==> src/rtl/wb_pkg.sv <==
// Shared types for the write-back destination select stage: select encoding
// and the {wreg, we} entry held in both the output and skid registers.
package wb_pkg;

  // Widest register index the shared entry type can carry.
  localparam int WB_REG_AW = 5;

  typedef enum logic [1:0] {
    DEST_RT   = 2'd0,
    DEST_RD   = 2'd1,
    DEST_LINK = 2'd2,
    DEST_ILL  = 2'd3
  } dest_sel_e;

  typedef struct packed {
    logic [WB_REG_AW-1:0] wreg;
    logic                 we;
  } wb_dest_t;

endpackage

==> src/rtl/wb_dest_sel_pipe_if.sv <==
// Decode-side handshake, downstream handshake, retire and hazard-query signals
// of the write-back destination stage.
interface wb_dest_sel_pipe_if #(
  parameter int REG_AW = 5
);

  logic                   in_valid;
  logic                   in_ready;
  logic [REG_AW-1:0]      inst_rt;
  logic [REG_AW-1:0]      inst_rd;
  logic [1:0]             reg_dest_sel;
  logic                   reg_write;
  logic                   out_valid;
  logic                   out_ready;
  logic [REG_AW-1:0]      out_wreg;
  logic                   out_we;
  logic                   retire_valid;
  logic [REG_AW-1:0]      retire_reg;
  logic [REG_AW-1:0]      query_a;
  logic [REG_AW-1:0]      query_b;
  logic                   busy_a;
  logic                   busy_b;
  logic [2**REG_AW-1:0]   pending_mask;
  logic                   err_illegal;

  modport master (
    output in_valid, inst_rt, inst_rd, reg_dest_sel, reg_write,
    output out_ready, retire_valid, retire_reg, query_a, query_b,
    input  in_ready, out_valid, out_wreg, out_we,
    input  busy_a, busy_b, pending_mask, err_illegal
  );

  modport slave (
    input  in_valid, inst_rt, inst_rd, reg_dest_sel, reg_write,
    input  out_ready, retire_valid, retire_reg, query_a, query_b,
    output in_ready, out_valid, out_wreg, out_we,
    output busy_a, busy_b, pending_mask, err_illegal
  );

endinterface

==> src/rtl/wb_scoreboard.sv <==
// Pending-write scoreboard: one bit per register, set when a write is issued,
// cleared when it retires; register 0 never shows as pending.
module wb_scoreboard #(
  parameter int REG_AW = 5
) (
  input  logic                 clk,
  input  logic                 rst,
  input  logic                 set_valid_i,
  input  logic [REG_AW-1:0]    set_reg_i,
  input  logic                 clr_valid_i,
  input  logic [REG_AW-1:0]    clr_reg_i,
  input  logic [REG_AW-1:0]    query_a_i,
  input  logic [REG_AW-1:0]    query_b_i,
  output logic                 busy_a_o,
  output logic                 busy_b_o,
  output logic [2**REG_AW-1:0] pending_mask_o
);

  logic [2**REG_AW-1:0] pending_q, pending_d;

  // Clear is applied before set so a newer write to the retiring index stays pending.
  always_comb begin
    pending_d = pending_q;
    if (clr_valid_i) begin
      pending_d[clr_reg_i] = 1'b0;
    end
    if (set_valid_i) begin
      pending_d[set_reg_i] = 1'b1;
    end
    pending_d[0] = 1'b0;
  end

  always_ff @(posedge clk) begin
    if (rst) begin
      pending_q <= '0;
    end else begin
      pending_q <= pending_d;
    end
  end

  assign pending_mask_o = pending_q;
  assign busy_a_o       = pending_q[query_a_i];
  assign busy_b_o       = pending_q[query_b_i];

endmodule

==> src/rtl/wb_dest_sel_pipe.sv <==
// Write-back destination select: picks rt/rd/link, registers it behind a
// valid/ready handshake with a one-entry skid buffer, and tracks pending writes.
module wb_dest_sel_pipe
  import wb_pkg::*;
#(
  parameter int REG_AW   = WB_REG_AW,
  parameter int LINK_REG = 31
) (
  input logic               clk,
  input logic               rst,
  wb_dest_sel_pipe_if.slave bus
);

  wb_dest_t          out_q, out_d, skid_q, skid_d, new_entry;
  logic              out_valid_q, out_valid_d;
  logic              skid_valid_q, skid_valid_d;
  logic              err_q, err_d;
  logic [REG_AW-1:0] sel_idx;
  logic              sel_ill;
  logic              we_eff;
  logic              accept;
  logic              drain;
  logic              sb_set;

  always_comb begin
    sel_idx = bus.inst_rt;
    sel_ill = 1'b0;
    case (dest_sel_e'(bus.reg_dest_sel))
      DEST_RT:   sel_idx = bus.inst_rt;
      DEST_RD:   sel_idx = bus.inst_rd;
      DEST_LINK: sel_idx = REG_AW'(LINK_REG);
      DEST_ILL:  sel_ill = 1'b1;
      default:   sel_ill = 1'b1;
    endcase
    we_eff         = bus.reg_write && !sel_ill && (sel_idx != '0);
    new_entry.wreg = WB_REG_AW'(sel_idx);
    new_entry.we   = we_eff;
  end

  // in_ready depends only on registered skid state, never on out_ready.
  assign bus.in_ready = !skid_valid_q && !rst;
  assign accept       = bus.in_valid && bus.in_ready;
  assign drain        = out_valid_q && bus.out_ready;
  assign sb_set       = accept && we_eff;

  always_comb begin
    out_valid_d  = out_valid_q;
    out_d        = out_q;
    skid_valid_d = skid_valid_q;
    skid_d       = skid_q;
    err_d        = err_q || (accept && sel_ill);
    if (!out_valid_q || drain) begin
      if (skid_valid_q) begin
        out_valid_d  = 1'b1;
        out_d        = skid_q;
        skid_valid_d = 1'b0;
      end else if (accept) begin
        out_valid_d = 1'b1;
        out_d       = new_entry;
      end else begin
        out_valid_d = 1'b0;
      end
    end else if (accept) begin
      skid_valid_d = 1'b1;
      skid_d       = new_entry;
    end
  end

  always_ff @(posedge clk) begin
    if (rst) begin
      out_valid_q  <= 1'b0;
      out_q        <= '0;
      skid_valid_q <= 1'b0;
      skid_q       <= '0;
      err_q        <= 1'b0;
    end else begin
      out_valid_q  <= out_valid_d;
      out_q        <= out_d;
      skid_valid_q <= skid_valid_d;
      skid_q       <= skid_d;
      err_q        <= err_d;
    end
  end

  assign bus.out_valid   = out_valid_q;
  assign bus.out_wreg    = out_q.wreg[REG_AW-1:0];
  assign bus.out_we      = out_q.we;
  assign bus.err_illegal = err_q;

  wb_scoreboard #(
    .REG_AW (REG_AW)
  ) u_scoreboard (
    .clk            (clk),
    .rst            (rst),
    .set_valid_i    (sb_set),
    .set_reg_i      (sel_idx),
    .clr_valid_i    (bus.retire_valid),
    .clr_reg_i      (bus.retire_reg),
    .query_a_i      (bus.query_a),
    .query_b_i      (bus.query_b),
    .busy_a_o       (bus.busy_a),
    .busy_b_o       (bus.busy_b),
    .pending_mask_o (bus.pending_mask)
  );

endmodule

==> src/flat_wrapper.sv <==
// flat-port wrapper written by rule: the top's interface ports become plain ports
module wb_dest_sel_pipe_flat import wb_pkg::*;
#(
  parameter int REG_AW   = WB_REG_AW,
  parameter int LINK_REG = 31
)
  (clk, rst, bus_in_valid, bus_inst_rt, bus_inst_rd, bus_reg_dest_sel, bus_reg_write, bus_out_ready, bus_retire_valid, bus_retire_reg, bus_query_a, bus_query_b, bus_in_ready, bus_out_valid, bus_out_wreg, bus_out_we, bus_busy_a, bus_busy_b, bus_pending_mask, bus_err_illegal);
  wb_dest_sel_pipe_if #(.REG_AW(REG_AW)) bus_i ();
  input logic clk;
  input logic rst;
  input wire logic [$bits(bus_i.in_valid)-1:0] bus_in_valid;
  input wire logic [$bits(bus_i.inst_rt)-1:0] bus_inst_rt;
  input wire logic [$bits(bus_i.inst_rd)-1:0] bus_inst_rd;
  input wire logic [$bits(bus_i.reg_dest_sel)-1:0] bus_reg_dest_sel;
  input wire logic [$bits(bus_i.reg_write)-1:0] bus_reg_write;
  input wire logic [$bits(bus_i.out_ready)-1:0] bus_out_ready;
  input wire logic [$bits(bus_i.retire_valid)-1:0] bus_retire_valid;
  input wire logic [$bits(bus_i.retire_reg)-1:0] bus_retire_reg;
  input wire logic [$bits(bus_i.query_a)-1:0] bus_query_a;
  input wire logic [$bits(bus_i.query_b)-1:0] bus_query_b;
  output wire logic [$bits(bus_i.in_ready)-1:0] bus_in_ready;
  output wire logic [$bits(bus_i.out_valid)-1:0] bus_out_valid;
  output wire logic [$bits(bus_i.out_wreg)-1:0] bus_out_wreg;
  output wire logic [$bits(bus_i.out_we)-1:0] bus_out_we;
  output wire logic [$bits(bus_i.busy_a)-1:0] bus_busy_a;
  output wire logic [$bits(bus_i.busy_b)-1:0] bus_busy_b;
  output wire logic [$bits(bus_i.pending_mask)-1:0] bus_pending_mask;
  output wire logic [$bits(bus_i.err_illegal)-1:0] bus_err_illegal;
  assign bus_i.in_valid = bus_in_valid;
  assign bus_i.inst_rt = bus_inst_rt;
  assign bus_i.inst_rd = bus_inst_rd;
  assign bus_i.reg_dest_sel = bus_reg_dest_sel;
  assign bus_i.reg_write = bus_reg_write;
  assign bus_i.out_ready = bus_out_ready;
  assign bus_i.retire_valid = bus_retire_valid;
  assign bus_i.retire_reg = bus_retire_reg;
  assign bus_i.query_a = bus_query_a;
  assign bus_i.query_b = bus_query_b;
  assign bus_in_ready = bus_i.in_ready;
  assign bus_out_valid = bus_i.out_valid;
  assign bus_out_wreg = bus_i.out_wreg;
  assign bus_out_we = bus_i.out_we;
  assign bus_busy_a = bus_i.busy_a;
  assign bus_busy_b = bus_i.busy_b;
  assign bus_pending_mask = bus_i.pending_mask;
  assign bus_err_illegal = bus_i.err_illegal;
  wb_dest_sel_pipe #(.REG_AW(REG_AW), .LINK_REG(LINK_REG)) u_core (.clk(clk), .rst(rst), .bus(bus_i));
endmodule
==> config.mk <==
export PLATFORM = sky130hd
export DESIGN_NAME = wb_dest_sel_pipe_flat
export DESIGN_NICKNAME = d
export VERILOG_FILES = /design/src/rtl/wb_pkg.sv /design/src/rtl/wb_dest_sel_pipe_if.sv /design/src/rtl/wb_scoreboard.sv /design/src/rtl/wb_dest_sel_pipe.sv /design/src/flat_wrapper.sv
export SDC_FILE = /design/constraint.sdc
export NUM_CORES = 1
export LEC_CHECK = 0
export CORE_MARGIN = 2
export CORE_UTILIZATION = 50
export DETAILED_ROUTE_END_ITERATION = 7
export MAX_ROUTING_LAYER = met4
export PLACE_DENSITY = 0.83
export SKIP_LAST_GASP = 1
export SLEW_MARGIN = 20
export SYNTH_ARGS = -nofsm -noshare
export SYNTH_HDL_FRONTEND = slang
export SYNTH_HIERARCHICAL = 1
export SYNTH_SLANG_ARGS = --single-unit
==> constraint.sdc <==
create_clock -name clk -period 4.8 [get_ports clk]
set_clock_uncertainty 0.2 [all_clocks]
set_input_delay 1.2 -clock clk [delete_from_list [all_inputs] [get_ports clk]]
set_output_delay 1.2 -clock clk [all_outputs]
set_load 0.005 [all_outputs]
Yosys cells after proc, flatten, opt, wreduce, memory -nomap -nowiden
Cells that the tools add are included.

word-level totals
  flip-flop bits (word level) = 47
  bits of input ports = 33
  output and inout bits = 43
  logic and storage cells = 58

cells by class
  magnitude comparators = 6
  equal/unequal tests = 3
  multiplexer cells = 16
  bitwise logic cells = 4
  reductions and logical operators = 20

operators by type and width
  cell                                                  number
  two-way mux 32 bit                                    2
  AND 32 bit                                            1
  NOT 32 bit                                            1
  bitwise OR 32 bit                                     1
  < comparator 5 x 6 -> 1 bit (second input constant)   4
  two-way mux 6 bit                                     2
  binary-select mux 1 bit (select 5 bit)                2
  demux 1 bit (select 5 bit)                            2
  >= comparator 5 x 1 -> 1 bit (second input constant)  2
  one-hot mux 5 bit (2 select lines)                    1
  logical AND 1 bit                                     9
  two-way mux 1 bit                                     7
  nonzero test 5 bit                                    1
  equality test 2 bit (second input constant)           2
  zero test 1 bit                                       4
  AND reduction 2 bit                                   2
  equality test 2 x 1 -> 1 bit (second input constant)  1
  logical OR 1 bit                                      2
  nonzero test 2 bit                                    1
  OR reduction 2 bit                                    1
  NOT 1 bit                                             1

Depth between registers and ports, before layout
  depth after elaboration = 9
  mapped depth = 11
  depth with buffers taken out = 10

Cells and area by module
Netlist, hierarchy kept.

modules (own cells, without submodules)
  module            times used  cells each  area each (µm²)  seq. area each (µm²)
  wb_scoreboard     1           231         1838.0           620.6
  wb_dest_sel_pipe  1           93          857.1            300.3

Worst setup path before layout
OpenSTA, ideal clock, no wires.

  path kind = input-to-output
  from = in bus_query_a[1]
  to = out bus_busy_a
  arrival = 2.232 ns
  data required time = 3.400 ns
  path slack = 1.168 ns
  stages = 5
  path buffers = 1
  cells stage by stage = buf_2 -> mux4_2 -> nand2b_1 -> o211ai_1 -> nand4_1

on the way
  cells in the longest elaborated chain, start to end = 2

ends and longest elaborated chain
  what                                     RTL line             source
  from (decl)                              flat_wrapper.sv:19   input wire logic [$bits(bus_i.query_a)-1:0] bus_query_a;
  binary-select mux 1 bit (select 5 bit)   wb_scoreboard.sv:42  assign busy_a_o = pending_q[query_a_i];
  two-way mux 1 bit (implied by the code)  wb_scoreboard.sv:42
  to (decl)                                flat_wrapper.sv:25   output wire logic [$bits(bus_i.busy_a)-1:0] bus_busy_a;

Every way passes these cells. The select of a mux whose other input is x is not followed.

Final worst setup path
  from = in bus_query_b[2]
  to = out bus_busy_b

on the way
  cells in the longest elaborated chain, start to end = 2

ends and longest elaborated chain
  what                                     RTL line             source
  from (decl)                              flat_wrapper.sv:20   input wire logic [$bits(bus_i.query_b)-1:0] bus_query_b;
  binary-select mux 1 bit (select 5 bit)   wb_scoreboard.sv:43  assign busy_b_o = pending_q[query_b_i];
  two-way mux 1 bit (implied by the code)  wb_scoreboard.sv:43
  to (decl)                                flat_wrapper.sv:26   output wire logic [$bits(bus_i.busy_b)-1:0] bus_busy_b;

Every way passes these cells. The select of a mux whose other input is x is not followed.

==> results.txt <==
The library cell appearing most often on the critical path was clkdlybuf4s50_1. The floorplan has 26 rows. The global-route congestion overflow total is 0. The flop and latch count out of synthesis came out at 46. After global routing, the most crowded layer is met2. Type of the most critical hold path: register to register.

The largest individual stage delay along the critical path comes from the cell clkdlybuf4s50_1. Adding up every negative setup slack in the final design gives 0 ns. Dividing the detail-routed via count by the number of cells gives 6.01.

In the global route stage, overall resource usage came out at 26.1%. The longest individual stage delay on the worst path was 0.83 ns; the routed wirelength normalized by instance count was 16.5 um. The switching power summed over all nets is 0.228 mW.

Traced cell by cell, the critical path runs through clkdlybuf4s50_1, mux2i_1, a211oi_1, nand3_1, nand4_1, clkdlybuf4s50_1. The combinational fraction of design power was 18.7%. By startpoint and endpoint, the worst setup path is classified as primary input to output port. The routed layout has 2800 vias.

The largest area contributor in the synthesized netlist was dfxtp_1. Once the clock tree was built, the resizer swapped 0 gates to a different size. Entering global routing, the biggest net connects 48 pins. The tools report the die outline area as 0.00599 mm2. The run gives 921 um2 as the total area of sequential cells.

The worst pin sits at a relative slew slack of 51.4%. Data on the critical path is required at its endpoint by 3.40 ns. The run gives 0 as the final antenna-violating net count. The top cell type by area accounts for 34.2% of the synthesized area. Fraction of final layout cells sized beyond drive strength 1: 9.85%.

The layout overhead on the synthesized area was 33.8%; the number of detailed-routing iterations run before antenna repair was 6. For the static leakage power, the log shows 1.29 nW. The slew at the pin with the worst max-slew slack is 0.726 ns.

Sort of element at the start of the critical path: a primary input. Cells fill 70.2% of the core in the end. The filler cells instantiated in the layout total 425.

The max capacitance violation total is 0. The internal portion of the total power is 0.676 mW. At the end of routability-driven placement, the weighted congestion stood at 0.948. The number of antenna diodes in the final layout is 0. The number of standard cells after synthesis was 324; the average size of a mapped cell was 8.32 um2. The run gives 34.8% as the global-route met1 utilization.

The final critical-path share of the clock period works out to 94.9%. The tools report the start of the worst register-to-register path as u_core/skid_valid_q$_SDFFE_PP0P_. Detailed placement ended at an HPWL of 5710 um.

Total power per unit cell area: 251 mW/mm2. Post-route cell area: 0.00361 mm2. After the last flow step, the layout net total stands at 431. For this run, global-route usage on met2 was measured as 42.3%. The number of hold buffers added after CTS was 0. The clock network accounts for 37.7% of the total power. Setup repair after global routing left no endpoint under its margin. The tools report the maximum clock path buffer count as 2. The wire length of the first global-routing pass was 12400 um; the timing-limited maximum frequency was 220 MHz.

The run gives 0 as the final hold violation count. Once the floorplan was initialized, standard cells occupied 52.4% of the core. TritonCTS built the clock tree. Latest clock arrival within the worst-skew pair: 0.29 ns.

The tree is rooted in a clkbuf_8. Mapped cell area: 0.00270 mm2. The final max-slew violation count is 0. The placed instances occupy a cell area of 0.00347 mm2.

Count of clock tree sinks: 46. The run gives 0 as the buffer count from post-CTS setup fixing. Measured along the x axis, the die boundary spans 77.4 um. For this design the top-level I/O count stands at 76. The met3 track demand over resource was 3.49%; the CTS clock-pin slew for the worst setup and hold paths was 0.08 ns. The final layout contains routed wiring with a total length of 7670 um. The worst hold path passes through 2 cells. Sequential cells account for 43.6% of the total power. For the finished layout, the period the worst path requires is 4.55 ns. Across all hold checks on the routed design, the worst slack comes to 0.272 ns. After synthesis, flip-flops and latches occupy 34.2% of the total area. Tracing the worst setup path back leads to its startpoint at bus_query_b[2]. The total nets after synthesis is 360.

Clock tree synthesis inserted a total of 5 buffers. The worst register-to-register path has a depth of 7. The tools report the final-report setup violation count as 0. Number of antenna violations at the first check in global routing: 0. The tools report the capture endpoint of the worst hold path as u_core/skid_q[0]$_SDFFE_PP0P_.

For the worst setup path, the data arrival time is 3.15 ns. For this block, the initial DRC count from the detailed router was 295. Total of warnings raised by yosys: 6.

The endpoint of the worst register-to-register path was u_core/u_scoreboard/pending_mask_o[17]$_SDFF_PP0_. Largest fanout on the critical path: 12. IR analysis of the VDD net gives a maximum drop of 0.151 mV. The count of H-tree levels built during CTS is 2. The height of the chip was 77.4 um; the proportion of total power due to net switching was 25.3%. By area the synthesized netlist is led by dfxtp_1 34%, mux2i_1 8.5%, a21oi_1 7.2%, nand2_1 6.8%, o21ai_0 5.9%. The critical path endpoint category was an output port. The run gives 2.76 ns as the flop-to-flop setup slack.

After detailed routing, the number of remaining DRC violations is 0. The number of global-route vias before repair is 2573. The flow ran to the end, and the final reports show no timing, DRC or antenna violations. The number of port buffers was 74. The critical hold path startpoint was u_core/skid_q[0]$_SDFFE_PP0P_. The multi-input gate area in the final layout was 0.00164 mm2. The synthesized netlist contains 42 unique library cells. The run gives 0.00514 mm2 as the standard cell core area.
synth_stat cells (all sizes together):
master / n
a211oi: 6
a21oi: 42
a22oi: 4
a311oi: 6
a31oi: 1
and3: 2
and3b: 3
buf: 11
clkbuf: 6
clkinv: 2
conb: 1
dfxtp: 46
ha: 3
inv: 6
mux2i: 23
mux4: 6
nand2: 49
nand2b: 6
nand3: 12
nand3b: 5
nand4: 2
nor2: 24
nor2b: 8
nor3: 2
nor3b: 4
o2111ai: 2
o211ai: 2
o21ai: 34
o22ai: 1
o41ai: 1
or3: 2
or3b: 2
metrics by stage:
step           std cells  power, mW  setup slack [ns]
4_1_cts              466      0.905             0.251
6_report             466      0.904             0.246
3_5_place_dp         458      0.570             0.270
2_1_floorplan        324      0.503              1.17
5_1_grt              466      0.934             0.184
3_3_place_gp         458      0.567             0.310
critical path: cells and delay by family:
family / cells / cell delay, ns
mux: 1 / 0.16
buf+inv: 2 / 1.33
simple gates: 2 / 0.21
compound gates: 1 / 0.25
registers in the layout, indices dropped and copies added, names as in the netlist:
register / count
u_core/u_scoreboard/pending_mask_o: 31
u_core/skid_q: 6
u_core/bus.out_wreg: 5
u_core/bus.err_illegal: 1
u_core/bus.out_valid: 1
u_core/bus.out_we: 1
u_core/skid_valid_q: 1
worst max-delay path by stage:
stage,endpoint,depth (start not counted)
final,bus_busy_b,6
after floorplan,bus_busy_a,5
after global placement,bus_busy_b,6
after global routing,bus_busy_b,6
after CTS,bus_busy_b,6
after detailed placement,bus_busy_a,6
cells by family (layout without fill, tap and decap cells):
kind of cell	count (synthesis)	in the layout	synth area share (%)
multiplexers	29	29	13.6
adder cells (fa/ha/maj)	3	3	1.39
flip-flops	46	46	34.2
AO/OA/AOI/OAI	99	99	24.0
AND/OR/NAND/NOR	121	121	21.6
other	1	1	0.139
buffers and inverters	25	97	5.11
power by group through the flow:
stage               clock network (mW)  logic [mW]  registers [mW]
floorplan                            0       0.101           0.402
global placement                     0       0.164           0.403
detailed placement                   0       0.166           0.403
CTS                              0.343       0.167           0.394
global route                     0.355       0.184           0.395
finish                           0.341       0.169           0.394
per-layer routing:
metal | share of wire (%) | routed length, um | up-vias
met5 | 0 | 0 | -
met2 | 47 | 3590 | 156
met1 | 44 | 3340 | 1323
met3 | 8.4 | 641 | 11
met4 | 1.3 | 99 | 0
li1 | - | - | 1310
layout by cell type, fill, tap and decap left out, types with 2 or more instances in the layout:
cell type / netlist / final
a21oi_1: 39 / 39
a211oi_1: 2 / 2
bufinv_16: 0 / 2
clkdlybuf4s50_1: 0 / 74
mux4_2: 6 / 6
nor2b_1: 8 / 8
buf_4: 1 / 7
and3b_1: 3 / 3
nor2_1: 23 / 23
or3b_2: 2 / 2
o211ai_1: 2 / 2
dfxtp_1: 46 / 46
nand2b_1: 6 / 6
a22oi_1: 4 / 4
a211oi_2: 4 / 4
nor3b_1: 4 / 4
nand3_1: 12 / 12
nand4_1: 2 / 2
nand3b_1: 5 / 5
ha_1: 3 / 3
nand2_1: 49 / 49
mux2i_1: 23 / 23
o2111ai_1: 2 / 2
and3_1: 2 / 2
clkbuf_8: 0 / 5
inv_1: 5 / 5
clkinv_1: 2 / 2
or3_1: 2 / 2
nor3_1: 2 / 2
a21oi_2: 3 / 3
a311oi_2: 5 / 5
o21ai_0: 32 / 32
cell type report:
class                      count  share of cell area, %
multi-input combinational    253                   45.4
sequential                    46                   25.5
timing repair buffer          81                   22.0
tap                           70                   2.43
clock buffer                   5                   1.91
clock inverter                 3                   1.91
inverter                       8                  0.833
Note: power is estimated with default switching activity, not from simulation.
